--- src/rtl/param_reader_2d.sv ---
// param_reader_2d: read-side sequencer for the 2-D parameter loader.
// Walks every (sel_r, sel_c) address of the loader, captures param_in and
// streams the words to the datapath over a valid/ready handshake.
// Build option: define PARAM_COL_MAJOR_EN for column-major traversal
// (default build is row-major).
module param_reader_2d #(
    parameter int DATA_W = 16,
    parameter int ROWS   = 4,
    parameter int COLS   = 16,
    parameter int R_W    = 2,
    parameter int C_W    = 4
) (
    input  logic              clk,
    input  logic              reset_n,
    input  logic              start,
    output logic [R_W-1:0]    sel_r,
    output logic [C_W-1:0]    sel_c,
    input  logic [DATA_W-1:0] param_in,
    output logic [DATA_W-1:0] out_data,
    output logic              out_valid,
    input  logic              out_ready,
    output logic              out_last,
    output logic              busy,
    output logic              done
);

    localparam int N  = ROWS * COLS;
    localparam int IW = $clog2(N + 1);

    typedef enum logic {
        IDLE,
        STREAM
    } state_t;

    state_t              state_q;
    logic [R_W-1:0]      sel_r_q, sel_r_d;
    logic [C_W-1:0]      sel_c_q, sel_c_d;
    logic [IW-1:0]       issued_q;
    logic [DATA_W-1:0]   out_data_q;
    logic                out_valid_q;
    logic                out_last_q;
    logic                busy_q;
    logic                done_q;
    logic                load_d;
    logic                hs_d;
    logic                last_addr_d;

    // Load/handshake qualifiers and the next loader address
    always_comb begin
        load_d      = (state_q == STREAM) && (issued_q < IW'(N)) &&
                      (!out_valid_q || out_ready);
        hs_d        = out_valid_q && out_ready;
        last_addr_d = (issued_q == IW'(N - 1));
        sel_r_d     = sel_r_q;
        sel_c_d     = sel_c_q;
`ifdef PARAM_COL_MAJOR_EN
        if (sel_r_q == R_W'(ROWS - 1)) begin
            sel_r_d = '0;
            sel_c_d = (sel_c_q == C_W'(COLS - 1)) ? '0 : sel_c_q + C_W'(1);
        end else begin
            sel_r_d = sel_r_q + R_W'(1);
        end
`else
        if (sel_c_q == C_W'(COLS - 1)) begin
            sel_c_d = '0;
            sel_r_d = (sel_r_q == R_W'(ROWS - 1)) ? '0 : sel_r_q + R_W'(1);
        end else begin
            sel_c_d = sel_c_q + C_W'(1);
        end
`endif
    end

    // Sequencer FSM with registered address, output word and status flags
    always_ff @(posedge clk) begin
        if (!reset_n) begin
            state_q     <= IDLE;
            sel_r_q     <= '0;
            sel_c_q     <= '0;
            issued_q    <= '0;
            out_data_q  <= '0;
            out_valid_q <= 1'b0;
            out_last_q  <= 1'b0;
            busy_q      <= 1'b0;
            done_q      <= 1'b0;
        end else begin
            done_q <= 1'b0;
            case (state_q)
                IDLE: begin
                    if (start) begin
                        state_q  <= STREAM;
                        sel_r_q  <= '0;
                        sel_c_q  <= '0;
                        issued_q <= '0;
                        busy_q   <= 1'b1;
                    end
                end
                STREAM: begin
                    if (load_d) begin
                        out_data_q  <= param_in;
                        out_valid_q <= 1'b1;
                        out_last_q  <= last_addr_d;
                        sel_r_q     <= sel_r_d;
                        sel_c_q     <= sel_c_d;
                        issued_q    <= issued_q + IW'(1);
                    end else if (hs_d) begin
                        out_valid_q <= 1'b0;
                    end
                    // Final word consumed: the run is over, pulse done next cycle
                    if (hs_d && out_last_q) begin
                        out_last_q <= 1'b0;
                        state_q    <= IDLE;
                        busy_q     <= 1'b0;
                        done_q     <= 1'b1;
                    end
                end
                default: state_q <= IDLE;
            endcase
        end
    end

    assign sel_r     = sel_r_q;
    assign sel_c     = sel_c_q;
    assign out_data  = out_data_q;
    assign out_valid = out_valid_q;
    assign out_last  = out_last_q;
    assign busy      = busy_q;
    assign done      = done_q;

endmodule

--- config.mk ---
export PLATFORM = sky130hd
export DESIGN_NAME = param_reader_2d
export DESIGN_NICKNAME = d
export VERILOG_FILES = /design/src/rtl/param_reader_2d.sv
export SDC_FILE = /design/constraint.sdc
export NUM_CORES = 1
export LEC_CHECK = 0
export CAP_MARGIN = 20
export CELL_PAD_IN_SITES_DETAIL_PLACEMENT = 1
export CELL_PAD_IN_SITES_GLOBAL_PLACEMENT = 1
export CORE_MARGIN = 2
export CORE_UTILIZATION = 35
export CTS_BUF_LIST = sky130_fd_sc_hd__clkbuf_4 sky130_fd_sc_hd__clkbuf_8
export DETAILED_ROUTE_END_ITERATION = 12
export GPL_TIMING_DRIVEN = 0
export HOLD_SLACK_MARGIN = 0.08
export PLACE_DENSITY = 0.86
export SYNTH_ARGS = -nofsm -noshare
export SYNTH_HDL_FRONTEND = slang
export SYNTH_SLANG_ARGS = --single-unit
--- constraint.sdc ---
create_clock -name clk -period 4.2 [get_ports clk]
set_input_delay 0.84 -clock clk [delete_from_list [all_inputs] [get_ports clk]]
set_output_delay 0.84 -clock clk [all_outputs]
set_load 0.02 [all_outputs]
==> results.json <==
{
  "tns_ns": 0,
  "synth_cells": 167,
  "layout_min_cycle_time_ns": 2.25,
  "fmax_ghz": 0.444,
  "rows": 22,
  "power.leakage_nw": 0.709,
  "overflow": 0,
  "port_buffers": 45,
  "wl_per_cell_um": 14.8,
  "initial_core_util_pct": 36.6,
  "worst_slack_ns": 1.95,
  "die_y_um": 65.9,
  "dr.pass1.iters": 4,
  "worstSetupEndpointType": "output port",
  "reg2reg_from": "state_q$_SDFF_PN0_",
  "clk_path_buf_depth": 2,
  "tightest_slew_ns": 0.470,
  "power_mw": 0.703,
  "synth_edf_count": 0,
  "ff2ff_path_depth": 5,
  "fillers": 441,
  "min_from": "out_data[3]$_SDFFE_PN0P_",
  "synthArstFlopShare_pct": 0,
  "post_cts_resized": 0,
  "critPathRequiredTime_ns": 3.36,
  "yosys.area.top_type": "dfxtp_1",
  "grt_max_degree": 11,
  "synth_common_cells": "43 x nand2_1, 34 x dfxtp_1, 29 x a21oi_1, 13 x nor2_1, 8 x nand3_1",
  "hold_viol": 0,
  "ys_warn_count": 0,
  "drc": 0,
  "grt_pass1_wl_um": 6360,
  "synth_most_common_cell": "nand2_1",
  "maxSlewViolCount": 0,
  "antenna_found_initial": 0,
  "clkSinkCount": 34,
  "setup_viol": 0,
  "dpl_cell_area_um2": 1850,
  "coreArea_um2": 3660,
  "num-nets-final": 242,
  "timing.critical_path.from": "out_valid$_SDFFE_PN0P_",
  "start_kind": "flip-flop",
  "synth.area.top_cells": "dfxtp_1 51%, nand2_1 12%, a21oi_1 11%",
  "stdcell_area_um2": 1950,
  "cap_violations": 0,
  "holdCritPathClass": "reg2reg",
  "worst_r2r_endpoint": "issued_q[4]$_SDFFE_PN0P_",
  "path_cells": "clkdlybuf4s50_1",
  "cts_root_buffer": "clkbuf_8",
  "crit_family": "buffers and inverters",
  "die_area_um2": 4340,
  "r2r_setup_slack_ns": 2.66,
  "synth_top_area_share_pct": 50.7,
  "final.period_utilization_pct": 53.6,
  "max_stage_delay_ns": 0.69,
  "worstSkewPairLatency_ns": 0.29,
  "die_w_um": 65.9,
  "rsz0062_at_grt": "false",
  "crit_path_top_delay_cell": "clkdlybuf4s50_1",
  "worstPathArrival_ns": 1.41,
  "vdd_ir_drop_max_v": 0.000275,
  "hpwl_um": 2920,
  "critPathKind": "reg2out",
  "synthFlopType": "dfxtp_1",
  "vias": 1381,
  "syn_area_um2": 1340,
  "synthToLayoutAreaGrowth_pct": 45.1,
  "syn-num-nets": 190,
  "path_clk_slew_ns": 0.06,
  "status": "complete, no violations",
  "stdcell_count": 268,
  "gp_congestion": 0.816,
  "cts_setup_buffers": 0,
  "p_per_area_nw_per_um2": 361,
  "drt_iter0_drc": 54,
  "relSlewSlack_pct": 68.6,
  "cts_buffers": 5,
  "drive_above_1_share_pct": 5.45,
  "clock_skew_ns": 0.00494,
  "placed_cells": 260,
  "antenna_cells": 0,
  "crit_buf_inv": 1,
  "drt_wl_total_um": 3950,
  "ios": 46,
  "cts_tree": "done",
  "track_usage_pct": 19.7,
  "dp_slack_ns": 1.75,
  "synth-seq-cells": 34,
  "grt_pass1_vias": 1434,
  "syn_avg_cell_area_um2": 8.03,
  "seq_area_frac_synth_pct": 50.7,
  "whs_path_depth": 2,
  "cts_hold_buf": 0,
  "vias_per_cell": 5.15,
  "hold_end": "out_data[3]$_SDFFE_PN0P_",
  "h-tree-depth": 2,
  "crit_fanout": 6,
  "drtAntennaViolNets": 0,
  "ys_types": 28
}
-- power by group --
| part | switching (mW) | leakage [nW] | internal [mW] |
|---|---|---|---|
| registers | 0.00986 | 0.277 | 0.335 |
| logic | 0.0542 | 0.380 | 0.0470 |
| clock network | 0.118 | 0.0517 | 0.139 |
-- routing by layer --
metal	GRT usage (%)	part of all wire [%]	up-vias
met1	21.0	41	664
met3	6.13	4.2	8
li1	-	-	677
met5	0	0	-
met2	34.2	52	32
met4	11.2	2.6	0
-- flip-flops by register name (all words and copies together), names as in the netlist --
| name | count |
|---|---|
| busy | 1 |
| done | 1 |
| issued_q | 7 |
| out_data | 16 |
| out_last | 1 |
| out_valid | 1 |
| sel_c | 4 |
| sel_r | 2 |
| state_q | 1 |
-- kinds of logic after synthesis --
group	count (synthesis)	synth area share, %
and+or+nand+nor	81	26.9
AOI/OAI and AO/OA	40	16.3
DFF	34	50.7
buffers and inverters	8	2.61
adders and majority gates	3	2.80
xor gates and xnor gates	1	0.653
-- cell type report --
class / count / area [um2] / share of cell area (%)
tap: 48 / 60.1 / 3.08
clock inverter: 1 / 5.00 / 0.257
timing repair buffer: 45 / 450 / 23.1
clock buffer: 7 / 90.1 / 4.63
sequential: 34 / 681 / 35.0
inverter: 2 / 7.51 / 0.386
buffer: 6 / 27.5 / 1.41
multi-input combinational: 125 / 626 / 32.1
-- placed cells by master (no fill, tap or decap), drive strengths merged, types with 4 or more instances in the layout --
cell type / instances
nor2: 13
nand3: 8
dfxtp: 34
nand2: 43
a21oi: 29
clkbuf: 9
o21ai: 5
buf: 4
clkdlybuf4s50: 45
-- worst max path at each step --
| stage | slack, ns | cells past startpoint | endpoint |
|---|---|---|---|
| 2_1_floorplan | 2.48 | 4 | issued_q[5]$_SDFFE_PN0P_ |
| 5_1_grt | 1.89 | 6 | out_data[14]$_SDFFE_PN0P_ |
| 3_5_place_dp | 1.75 | 6 | out_data[10]$_SDFFE_PN0P_ |
| 6_report | 1.95 | 1 | out_valid |
| 4_1_cts | 1.96 | 1 | out_valid |
| 3_3_place_gp | 1.81 | 6 | out_data[8]$_SDFFE_PN0P_ |
-- metrics by stage --
stage / hold slack, ns / util (%)
finish: 0.463 / 53.2
global route: 0.481 / 53.2
CTS: 0.467 / 53.2
detailed placement: 0.454 / 50.6
global placement: 0.443 / 50.6
floorplan: 0.452 / -
No activity file was read; power rests on OpenSTA's default activity.
